[config.mk]
export PLATFORM = sky130hd
export DESIGN_NAME = mem_arbiter
export DESIGN_NICKNAME = d
export VERILOG_FILES = /design/src/rtl/mem_arb_pkg.sv /design/src/rtl/mem_arbiter.sv
export SDC_FILE = /design/constraint.sdc
export NUM_CORES = 1
export LEC_CHECK = 0
export ABC_AREA = 0
export CAP_MARGIN = 25
export CORE_ASPECT_RATIO = 1.75
export CORE_UTILIZATION = 42
export CTS_CLUSTER_SIZE = 28
export DETAILED_ROUTE_END_ITERATION = 7
export PLACE_DENSITY = 0.95
export SLEW_MARGIN = 10
export SYNTH_ARGS = -nofsm -noshare
export SYNTH_HDL_FRONTEND = slang
export SYNTH_SLANG_ARGS = --single-unit
[constraint.sdc]
create_clock -name clk_i -period 4.83 [get_ports clk_i]
set_input_delay 1.2075 -clock clk_i [delete_from_list [all_inputs] [get_ports clk_i]]
set_output_delay 1.2075 -clock clk_i [all_outputs]
set_load 0.1 [all_outputs]
[src/rtl/mem_arb_pkg.sv]
// Shared types for the main-memory arbiter.
//   arb_state_t : arbiter FSM encoding
//   arb_owner_t : which requester owns the current transaction
//   ARB_TIMEOUT_W : width of the memory-wait watchdog counter
package mem_arb_pkg;

  typedef enum logic [1:0] {
    ARB_IDLE,
    ARB_BUSY,
    ARB_RESP
  } arb_state_t;

  typedef enum logic {
    OWN_I,
    OWN_D
  } arb_owner_t;

  localparam int ARB_TIMEOUT_W = 8;

endpackage

[src/rtl/mem_arbiter.sv]
// Round-robin arbiter sharing one main-memory port between instruction fetch
// (I, read only) and the data cache (D, read or write). One transaction at a
// time; a watchdog aborts a transaction whose memory never acknowledges.
//
// Ports
//   clk_i, rst_i            clock, synchronous active-high reset
//   i_req_i/i_addr_i        I-side read request and address
//   i_rdata_o/i_ack_o       I-side read data and one-cycle completion pulse
//   d_req_i/d_we_i/d_addr_i/d_wdata_i   D-side request, direction, address, data
//   d_rdata_o/d_ack_o       D-side read data and one-cycle completion pulse
//   mem_req_o/mem_we_o/mem_addr_o/mem_wdata_o   memory request side
//   mem_rdata_i/mem_ack_i   memory response side
//   err_o                   sticky watchdog timeout flag
//
// state    | meaning
// ---------+---------------------------------------------------------------
// ARB_IDLE | no transaction; sample requests and grant one
// ARB_BUSY | mem_req_o high with latched fields, waiting for mem_ack_i
// ARB_RESP | one-cycle ack with latched read data to the owner
module mem_arbiter
  import mem_arb_pkg::*;
#(
  parameter int ADDR_WIDTH = 32,
  parameter int DATA_WIDTH = 32,
  parameter int TIMEOUT    = 255
) (
  input  logic                  clk_i,
  input  logic                  rst_i,
  input  logic                  i_req_i,
  input  logic [ADDR_WIDTH-1:0] i_addr_i,
  output logic [DATA_WIDTH-1:0] i_rdata_o,
  output logic                  i_ack_o,
  input  logic                  d_req_i,
  input  logic                  d_we_i,
  input  logic [ADDR_WIDTH-1:0] d_addr_i,
  input  logic [DATA_WIDTH-1:0] d_wdata_i,
  output logic [DATA_WIDTH-1:0] d_rdata_o,
  output logic                  d_ack_o,
  output logic                  mem_req_o,
  output logic                  mem_we_o,
  output logic [ADDR_WIDTH-1:0] mem_addr_o,
  output logic [DATA_WIDTH-1:0] mem_wdata_o,
  input  logic [DATA_WIDTH-1:0] mem_rdata_i,
  input  logic                  mem_ack_i,
  output logic                  err_o
);

  // Abort fires on the BUSY cycle in which the counter would reach TIMEOUT,
  // so mem_req_o is high for exactly TIMEOUT cycles.
  localparam logic [ARB_TIMEOUT_W-1:0] TIMEOUT_LAST = ARB_TIMEOUT_W'(TIMEOUT - 1);

  arb_state_t              state_q, state_d;
  arb_owner_t              last_grant_q, last_grant_d;
  arb_owner_t              owner_q, owner_d;
  arb_owner_t              pick;
  logic                    mem_req_q, mem_req_d;
  logic                    mem_we_q, mem_we_d;
  logic [ADDR_WIDTH-1:0]   mem_addr_q, mem_addr_d;
  logic [DATA_WIDTH-1:0]   mem_wdata_q, mem_wdata_d;
  logic [ARB_TIMEOUT_W-1:0] wait_cnt_q, wait_cnt_d;
  logic                    err_q, err_d;
  logic                    i_ack_q, i_ack_d;
  logic                    d_ack_q, d_ack_d;
  logic [DATA_WIDTH-1:0]   i_rdata_q, i_rdata_d;
  logic [DATA_WIDTH-1:0]   d_rdata_q, d_rdata_d;
  logic [DATA_WIDTH-1:0]   resp_data;
  logic                    finish;

  always_comb begin
    state_d      = state_q;
    last_grant_d = last_grant_q;
    owner_d      = owner_q;
    mem_req_d    = mem_req_q;
    mem_we_d     = mem_we_q;
    mem_addr_d   = mem_addr_q;
    mem_wdata_d  = mem_wdata_q;
    wait_cnt_d   = wait_cnt_q;
    err_d        = err_q;
    i_ack_d      = 1'b0;
    d_ack_d      = 1'b0;
    i_rdata_d    = '0;
    d_rdata_d    = '0;
    resp_data    = '0;
    finish       = 1'b0;

    // D wins when it is the only requester, or on a tie when I went last.
    pick = (d_req_i && (!i_req_i || last_grant_q == OWN_I)) ? OWN_D : OWN_I;

    case (state_q)
      ARB_IDLE: begin
        if (i_req_i || d_req_i) begin
          owner_d      = pick;
          last_grant_d = pick;
          mem_req_d    = 1'b1;
          wait_cnt_d   = '0;
          state_d      = ARB_BUSY;
          if (pick == OWN_D) begin
            mem_we_d    = d_we_i;
            mem_addr_d  = d_addr_i;
            mem_wdata_d = d_wdata_i;
          end else begin
            mem_we_d    = 1'b0;
            mem_addr_d  = i_addr_i;
            mem_wdata_d = '0;
          end
        end
      end

      ARB_BUSY: begin
        if (mem_ack_i) begin
          finish    = 1'b1;
          resp_data = mem_we_q ? '0 : mem_rdata_i;
        end else if (wait_cnt_q == TIMEOUT_LAST) begin
          finish    = 1'b1;
          err_d     = 1'b1;
        end else begin
          wait_cnt_d = wait_cnt_q + 1'b1;
        end

        if (finish) begin
          mem_req_d = 1'b0;
          mem_we_d  = 1'b0;
          state_d   = ARB_RESP;
          if (owner_q == OWN_D) begin
            d_ack_d   = 1'b1;
            d_rdata_d = resp_data;
          end else begin
            i_ack_d   = 1'b1;
            i_rdata_d = resp_data;
          end
        end
      end

      ARB_RESP: begin
        state_d = ARB_IDLE;
      end

      default: begin
        state_d   = ARB_IDLE;
        mem_req_d = 1'b0;
        mem_we_d  = 1'b0;
      end
    endcase
  end

  always_ff @(posedge clk_i) begin
    if (rst_i) begin
      state_q      <= ARB_IDLE;
      last_grant_q <= OWN_I;
      owner_q      <= OWN_I;
      mem_req_q    <= 1'b0;
      mem_we_q     <= 1'b0;
      mem_addr_q   <= '0;
      mem_wdata_q  <= '0;
      wait_cnt_q   <= '0;
      err_q        <= 1'b0;
      i_ack_q      <= 1'b0;
      d_ack_q      <= 1'b0;
      i_rdata_q    <= '0;
      d_rdata_q    <= '0;
    end else begin
      state_q      <= state_d;
      last_grant_q <= last_grant_d;
      owner_q      <= owner_d;
      mem_req_q    <= mem_req_d;
      mem_we_q     <= mem_we_d;
      mem_addr_q   <= mem_addr_d;
      mem_wdata_q  <= mem_wdata_d;
      wait_cnt_q   <= wait_cnt_d;
      err_q        <= err_d;
      i_ack_q      <= i_ack_d;
      d_ack_q      <= d_ack_d;
      i_rdata_q    <= i_rdata_d;
      d_rdata_q    <= d_rdata_d;
    end
  end

  assign i_ack_o     = i_ack_q;
  assign d_ack_o     = d_ack_q;
  assign i_rdata_o   = i_rdata_q;
  assign d_rdata_o   = d_rdata_q;
  assign mem_req_o   = mem_req_q;
  assign mem_we_o    = mem_we_q;
  assign mem_addr_o  = mem_addr_q;
  assign mem_wdata_o = mem_wdata_q;
  assign err_o       = err_q;

endmodule
# --- Word level (Yosys, flattened, before mapping) ---
# Cells that the tools add are included.
totals:
  regBits: 144
  word_cells: 62
classes:
  addsub: 1
  eq_ne: 7
  muxes: 23
  n_bitwise: 5
  reduce_logical: 14
op_table:
  columns: ["op", "n"]
  rows:
  - ["two-way mux 32 bit", 4]
  - ["two-way mux 8 bit", 3]
  - ["case mux 8 bit (2 select lines)", 1]
  - ["two-way mux 1 bit", 10]
  - ["adder 8 x 1 -> 8 bit, second input constant", 1]
  - ["== test 8 bit, second input constant", 1]
  - ["inequality test 2 bit, second input constant", 4]
  - ["OR reduction 4 bit", 2]
  - ["case mux 1 bit (3 select lines)", 2]
  - ["AND reduction 3 bit", 2]
  - ["NOT 1 bit", 5]
  - ["two-way mux 2 bit", 2]
  - ["case mux 2 bit (2 select lines)", 1]
  - ["AND reduction 2 bit", 2]
  - ["AND reduction 4 bit", 1]
  - ["OR reduction 3 bit", 1]
  - ["== test 2 x 1 -> 1 bit, second input constant", 1]
  - ["== test 2 bit, second input constant", 1]
  - ["zero test 2 bit", 1]
  - ["logical OR 1 bit", 2]
  - ["nonzero test 2 bit", 1]
  - ["logical AND 1 bit", 1]
  - ["zero test 1 bit", 1]

# --- Depth between registers and ports, before layout ---
# Gate-level depths: netlist (run 1).
depth:
  word_depth: 7
  ltp_mapped: 7
  mapped_depth_nobuf: 6

# --- Worst setup path after synthesis (run 1) ---
# Ideal clock, no wire load.
synth_path:
  path_kind: "input -> register"
  from: "in i_req_i"
  to: "reg wait_cnt_q[5]"
  setup_ps: 59
  arrival_ps: 2201
  setup_slack_ps: 2570
  cell_stages: 4
  path_buffers: 0
  path_cell_list: "or2_1 a21oi_1 or4b_1 nand2_1"
synth_via:
  elab_chain_len: 3
synth_rtl:
  columns: ["element", "line", "source"]
  rows:
  - ["from (decl)", "mem_arbiter.sv:29", "input logic i_req_i,"]
  - ["logical OR 1 bit", "mem_arbiter.sv:91", "if (i_req_i || d_req_i) begin"]
  - ["inequality test 2 bit (no source line)", null, null]
  - ["AND reduction 4 bit (no source line)", null, null]
  - ["to (signal assigned)", "mem_arbiter.sv:169", "wait_cnt_q <= wait_cnt_d;"]
  - ["to (decl)", "mem_arbiter.sv:60", "logic [ARB_TIMEOUT_W-1:0] wait_cnt_q, wait_cnt_d;"]
# Every way passes these cells.
# A chain may end at the register's enable or synchronous reset.

# --- Final worst setup path (run 1) ---
layout_path:
  from: "reg mem_we_q, in the netlist mem_we_o"
  to: "out mem_we_o"
layout_rtl:
  columns: ["element", "line", "source"]
  rows:
  - ["from (decl)", "mem_arbiter.sv:57", "logic mem_we_q, mem_we_d;"]
  - ["from (signal assigned)", "mem_arbiter.sv:166", "mem_we_q <= mem_we_d;"]
  - ["to (decl)", "mem_arbiter.sv:40", "output logic mem_we_o,"]
# No word-level cell between the ends.

==> flow_metrics.env, run 1 <==
export IMPL_run_status="finished, violations left"
export IMPL_violated_checks="design-rule violations"
export IMPL_layout_drive_gt1_share=0.0702
export IMPL_critical_path_endpoint_type="output pin"
export IMPL_antenna_cells_inserted=0
export IMPL_pin_count=267
export IMPL_setup_viol=0
export IMPL_cts_made_buffers=17
export IMPL_finalInstanceArea_mm2=0.00833
export IMPL_power_density_mw_per_mm2=405
export IMPL_route_vias_total=4632
export IMPL_gr_usage_all_layers=0.252
export IMPL_netlist_area_leader_share=0.575
export IMPL_cts_repair_resized=0
export IMPL_coreArea_mm2=0.0116
export IMPL_die_h_um=146
export IMPL_postLayoutSetupSlackWorst_ns=1.64
export IMPL_power_static_leakage_nw=3.45
export IMPL_place_hpwl_um=11000
export IMPL_postSynthAreaPerCell_um2=10.5
export IMPL_place_gp_congestion=0.825
export IMPL_synth_ff_latch_count=144
export IMPL_post_cts_setup_buffers=0
export IMPL_finalCritPeriodShare=0.661
export IMPL_net_count_after_synthesis=612
export IMPL_post_synthesis_cell_area_mm2=0.00501
export IMPL_power_frac_clock=0.378
export IMPL_globalRouteOverflowTotal=0
export IMPL_layout_filler_cells=770
export IMPL_global_route_wire_length_before_repair_um=24100
export IMPL_route_antenna_remaining_nets=0
export IMPL_path_class="reg -> out"
export IMPL_fp_dieArea_mm2=0.0124
export IMPL_cp_start_kind="register"
export IMPL_synth_ff_type="sky130_fd_sc_hd__dfxtp_1"
export IMPL_power_net_switching_mw=1.14
export IMPL_fin_util=0.719
export IMPL_cellInternalPower_mw=2.24
export IMPL_syn_to_final_growth_pct=66.3
export IMPL_timing_critical_path_max_delay_family="buffers and inverters"
export IMPL_drt_first_iter_violations=242
export IMPL_clk_root_buffer_cell="sky130_fd_sc_hd__clkbuf_16"
export IMPL_final_setup_skew_ns=0.0114
export IMPL_arrival_ns=1.99
export IMPL_drt_vias_per_instance=5.29
export IMPL_count_of_buffering_cells_on_the_critical_path_with_inverters_included=1
export IMPL_share_seq_of_total_power=0.379
export IMPL_critical_path_max_fanout=3
export IMPL_unrepaired_setup_endpoints_after_global_routing="no"
export IMPL_fin_nets=864
export IMPL_power_share_combinational=0.242
export IMPL_tritoncts="built"
export IMPL_postSynthCellCount=476
export IMPL_netlist_top_cells_count="sky130_fd_sc_hd__dfxtp_1 (144), sky130_fd_sc_hd__nor2_1 (71), sky130_fd_sc_hd__and3_1 (61), sky130_fd_sc_hd__a211oi_1 (33), sky130_fd_sc_hd__mux2i_1 (33)"
export IMPL_count_of_final_hold_check_violations=0
export IMPL_cp_cell_instances="clkdlybuf4s50_1"
export IMPL_portBuffers=266
export IMPL_initial_core_utilization=0.433
export IMPL_preCtsSetupSlack_ns=1.43
export IMPL_synth_largest_area_cell="sky130_fd_sc_hd__dfxtp_1"
export IMPL_post_synth_edffs=0
export IMPL_clock_path_buffers=2
export IMPL_switching_share=0.337
export IMPL_worst_endpoint_required_ns=3.62
export IMPL_holdBufCountCts=0
export IMPL_cell_count_final_fillers_out=876
export IMPL_async_set_or_reset_flop_fraction_in_the_synthesized_netlist=0
export IMPL_synth_lib_cells_used_distinct=43
export IMPL_final_min_clock_period_ns=3.19
export IMPL_placed_inst_area_mm2=0.00769
export IMPL_max_cap_violations=0
export IMPL_synth_top_cells_by_area="sky130_fd_sc_hd__dfxtp_1 (58%), sky130_fd_sc_hd__and3_1 (7.6%), sky130_fd_sc_hd__mux2i_1 (6.6%)"
export IMPL_fin_setup_tns_ns=0
export IMPL_wl_per_cell_um=17.8
export IMPL_worst_slew_pin_transition_ns=1.06
export IMPL_yosysSeqAreaShare=0.575
export IMPL_grt_max_degree=74
export IMPL_synth_warning_count=0
export IMPL_hold_class="reg -> reg"
export IMPL_post_route_drc_count=27
export IMPL_numPlacedInstances=841
export IMPL_critPathSlowestCell="sky130_fd_sc_hd__clkdlybuf4s50_1"
export IMPL_clock_sinks=144
export IMPL_antenna_found_initial=0
export IMPL_die_w_um=84.6
export IMPL_vdd_ir_drop_max_uv=256
export IMPL_clk_latency_ns=0.41
export IMPL_clkSlewWorstSetupHoldPaths_ns=0.06
export IMPL_pre_repair_dr_iteration_count=8
export IMPL_slew_viol_final=0
export IMPL_relSlewSlack=0.294
export IMPL_clock_fmax_mhz=313
export IMPL_std_cell_rows=52
export IMPL_post_synth_top_count_cell="sky130_fd_sc_hd__dfxtp_1"
export IMPL_ctsHtreeMaxLevel=4
export IMPL_via_count_of_the_first_global_routing_pass=4759
export IMPL_postRouteWirelength_um=15600
export IMPL_critical_path_max_stage_delay_ns=1.18
[area by class of cell]
cell class	instances	area, um^2	share of cell area
clock inverter	14	148	0.0177
multi-input combinational	290	1940	0.233
clock buffer	18	439	0.0527
tap	135	169	0.0203
sequential	144	2880	0.346
timing repair buffer	273	2750	0.330
inverter	2	7.51	0.000901
[cells in the final DEF, fill, tap and decap left out, types with 3 or more instances in the layout]
master	netlist	final
sky130_fd_sc_hd__clkbuf_16	0	17
sky130_fd_sc_hd__o211ai_1	3	3
sky130_fd_sc_hd__a22oi_1	32	32
sky130_fd_sc_hd__clkinvlp_4	0	3
sky130_fd_sc_hd__clkinv_4	0	3
sky130_fd_sc_hd__and3_1	61	61
sky130_fd_sc_hd__nand3_1	6	6
sky130_fd_sc_hd__a211oi_1	33	33
sky130_fd_sc_hd__mux2i_1	33	33
sky130_fd_sc_hd__nor2_1	71	71
sky130_fd_sc_hd__buf_4	4	4
sky130_fd_sc_hd__dfxtp_1	144	144
sky130_fd_sc_hd__clkdlybuf4s50_1	0	265
sky130_fd_sc_hd__nand2_1	7	7
sky130_fd_sc_hd__and3_2	3	3
sky130_fd_sc_hd__o31ai_1	4	4
sky130_fd_sc_hd__inv_6	0	6
sky130_fd_sc_hd__a21oi_1	5	5
[per-layer routing]
layer,share of wire,GRT usage,vias up
met2,0.53,0.461,253
met4,0.024,0.119,0
met5,0,0,-
li1,-,-,2210
met3,0.083,0.0724,29
met1,0.36,0.260,2140
[power groups by stage]
stage	sequential (mW)	combinational, mW	clock [mW]
global placement	1.30	0.789	0
CTS	1.28	0.810	1.30
detailed placement	1.30	0.806	0
finish	1.28	0.819	1.28
floorplan	1.69	0.165	0
global route	1.29	0.850	1.36
[kinds of logic (layout without fill, tap and decap cells)]
logic type,Yosys count,after routing,share of synthesized area
and+or+nand+nor,168,168,0.182
buffers and inverters,42,307,0.0415
AOI/OAI and AO/OA,87,87,0.130
DFF,144,144,0.575
adders and majority gates,2,2,0.00499
muxes,33,33,0.0659
[state kept, by name, summed over array words and instances (netlist names), 2 cells and up]
name         cells
wait_cnt_q       8
d_rdata_o       32
mem_addr_o      32
state_q          2
mem_wdata_o     32
i_rdata_o       32
[metrics by stage]
stage               power [mW]  hold WS [ns]
floorplan                 1.85         0.460
CTS                       3.39         0.500
global placement          2.09         0.477
finish                    3.38         0.497
detailed placement        2.11         0.492
global route              3.49         0.519
[worst paths after layout]
check                                       to  cells after the start  slack, ns           start
worst max-delay path                  mem_we_o                      1       1.64        mem_we_o
worst min-delay path            mem_addr_o[23]                      2       0.50  mem_addr_o[23]
worst max register to register   i_rdata_o[17]                      5       2.62   wait_cnt_q[1]
worst min register to register  mem_addr_o[23]                      2       0.50  mem_addr_o[23]
Power figures use the tool's default switching activity.
==> inputs of run 2 (changes only) <==
CORE_UTILIZATION = 35   (was 42)
PLACE_DENSITY = 0.86   (was 0.95)
clock period = 2.8 ns   (was 4.83 ns; I/O delays follow)
==> run 2 against run 1 <==
Compared with the run above: hold slack about the same; register-to-register slack worse by 1.7 ns; non-clock buffer count up 4; core utilization down 14 points; the flow now finishes without violations; critical path depth up 4; sequential power up 73%; via count down 2.7%; clock power up 69%; sequential share of layout area up 1.2 points; cell area down 3.3%; setup slack worse by 0.83 ns; wire length down 9.2%.
==> flow_metrics.env, run 2 (synthesis results as in run 1) <==
export IMPL_path_class="in -> reg"
export IMPL_relSlewSlack=0.473
export IMPL_cts_repair_resized=0
export IMPL_grt_max_degree=73
export IMPL_die_h_um=160
export IMPL_die_w_um=92.4
export IMPL_syn_to_final_growth_pct=60.8
export IMPL_ctsHtreeMaxLevel=4
export IMPL_coreArea_mm2=0.0139
export IMPL_vdd_ir_drop_max_uv=418
export IMPL_min_delay_start="mem_addr_o[14]"
export IMPL_cp_start_kind="primary input"
export IMPL_reg2regPathDepth=7
export IMPL_fin_nets=868
export IMPL_clkSlewWorstSetupHoldPaths_ns=0.07
export IMPL_tritoncts="built"
export IMPL_critPathSlowestCell="sky130_fd_sc_hd__clkdlybuf4s50_1"
export IMPL_terminus_of_the_critical_flop_to_flop_path="d_rdata_o[1]"
export IMPL_setup_viol=0
export IMPL_postRouteWirelength_um=14200
export IMPL_drt_vias_per_instance=4.89
export IMPL_regToRegSetupSlack_ns=0.88
export IMPL_final_setup_skew_ns=0.0143
export IMPL_clk_latency_ns=0.41
export IMPL_wl_per_cell_um=15.4
export IMPL_cell_count_final_fillers_out=922
export IMPL_via_count_of_the_first_global_routing_pass=4422
export IMPL_finalCritPeriodShare=0.713
export IMPL_antenna_cells_inserted=0
export IMPL_m1WireLength_um=5440
export IMPL_route_vias_total=4506
export IMPL_slew_viol_final=0
export IMPL_initial_core_utilization=0.360
export IMPL_critical_path_max_stage_delay_ns=0.48
export IMPL_clock_sinks=144
export IMPL_place_gp_congestion=0.801
export IMPL_max_cap_violations=0
export IMPL_critical_path_endpoint_type="register"
export IMPL_cp_cell_instances="clkdlybuf4s50_1, or2_1, a21oi_1, or4b_1, nand2_1"
export IMPL_dr_wl_met2_um=7500
export IMPL_route_antenna_remaining_nets=0
export IMPL_fin_util=0.579
export IMPL_numPlacedInstances=890
export IMPL_clk_root_buffer_cell="sky130_fd_sc_hd__clkbuf_16"
export IMPL_globalRouteOverflowTotal=0
export IMPL_clock_fmax_mhz=501
export IMPL_fin_setup_tns_ns=0
export IMPL_clock_path_buffers=2
export IMPL_arrival_ns=2.34
export IMPL_cts_made_buffers=17
export IMPL_unrepaired_setup_endpoints_after_global_routing="no"
export IMPL_portBuffers=266
export IMPL_gr_usage_all_layers=0.190
export IMPL_count_of_final_hold_check_violations=0
export IMPL_layout_cells_most_common="sky130_fd_sc_hd__dfxtp_1"
export IMPL_worst_endpoint_required_ns=3.15
export IMPL_whs_path_depth=2
export IMPL_holdBufCountCts=0
export IMPL_placed_inst_area_mm2=0.00749
export IMPL_fp_dieArea_mm2=0.0148
export IMPL_global_route_wire_length_before_repair_um=21900
export IMPL_most_common_layout_cells="sky130_fd_sc_hd__dfxtp_1 (144), sky130_fd_sc_hd__buf_4 (142), sky130_fd_sc_hd__clkdlybuf4s50_1 (132), sky130_fd_sc_hd__nor2_1 (71), sky130_fd_sc_hd__and3_1 (61)"
export IMPL_run_status="finished clean"
export IMPL_pin_count=267
export IMPL_timing_critical_path_max_delay_family="simple AND/OR/NAND/NOR gates"
export IMPL_worst_slew_pin_transition_ns=0.790
export IMPL_post_cts_setup_buffers=0
export IMPL_worst_hold_slack_ns=0.498
export IMPL_critical_path_max_fanout=6
export IMPL_drt_first_iter_violations=131
export IMPL_power_static_leakage_nw=3.72
export IMPL_place_hpwl_um=10300
export IMPL_layout_drive_gt1_share=0.254
export IMPL_pre_repair_dr_iteration_count=4
export IMPL_post_route_drc_count=0
export IMPL_finalInstanceArea_mm2=0.00806
export IMPL_highest_signal_layer="met4"
export IMPL_count_of_buffering_cells_on_the_critical_path_with_inverters_included=1
export IMPL_crit_reg2reg_launch="wait_cnt_q[0]"
export IMPL_hold_class="reg -> reg"
export IMPL_worst_hold_path_endpoint="mem_addr_o[14]"
export IMPL_sum_of_met3_wire_segment_lengths_after_detailed_routing_um=745
export IMPL_power_density_mw_per_mm2=712
export IMPL_antenna_found_initial=0
export IMPL_std_cell_rows=57
export IMPL_final_min_clock_period_ns=2.00
## run 2: changes by cell type in the layout (fill, tap and decap cells not counted), moves of 2 or more
cell / change
sky130_fd_sc_hd__clkdlybuf4s50_1: -133
sky130_fd_sc_hd__buf_4: +138
sky130_fd_sc_hd__inv_8: +4
sky130_fd_sc_hd__buf_8: -2
sky130_fd_sc_hd__buf_12: +2
sky130_fd_sc_hd__clkinv_4: -2
## run 2: how the worst max path moves through the flow
stage,to,slack (ns),cells past startpoint,from
after floorplan,wait_cnt_q[5],1.05,4,i_req_i
after global routing,wait_cnt_q[6],0.71,5,i_req_i
after CTS,wait_cnt_q[5],0.82,5,i_req_i
after global placement,wait_cnt_q[5],0.44,5,i_req_i
final,wait_cnt_q[5],0.80,5,i_req_i
after detailed placement,wait_cnt_q[5],0.40,5,i_req_i
## run 2: area by class of cell
cell class              count  area [um^2]
fillers                  1184         5850
well taps                 177          221
inverters                   2         7.51
clock buffers              17          425
repair buffers            277         2430
multi-input cells         290         1940
clock inverters            15          143
flip-flops and latches    144         2880
## run 2: power by group
group	internal, mW	switching, mW	total (mW)	leakage [nW]
Sequential	2.15	0.0586	2.21	1.17
Clock	1.18	0.980	2.16	0.276
Combinational	0.412	0.960	1.37	2.27
Total	3.74	2.00	5.74	3.72
## run 2: stage by stage
stage	total power, mW	setup slack, ns
after global routing	5.94	0.710
after global placement	3.61	0.440
after detailed placement	3.63	0.405
after floorplan	3.19	1.05
after CTS	5.81	0.821
final	5.74	0.803
## run 2: worst register-to-register path, cell delays in order, from the launching register on
cell	delay [ns]
sky130_fd_sc_hd__dfxtp_1	0.44
sky130_fd_sc_hd__inv_1	0.10
sky130_fd_sc_hd__ha_1	0.25
sky130_fd_sc_hd__and4_1	0.27
sky130_fd_sc_hd__a21oi_4	0.23
sky130_fd_sc_hd__nor3b_4	0.07
sky130_fd_sc_hd__buf_4	0.23
sky130_fd_sc_hd__and3_2	0.25
## run 2: layer usage
layer  up-vias  global-route usage
met1      2061               0.198
met5         -                   0
li1       2216                   -
met4         0              0.0966
met3        35              0.0410
met2       194               0.350
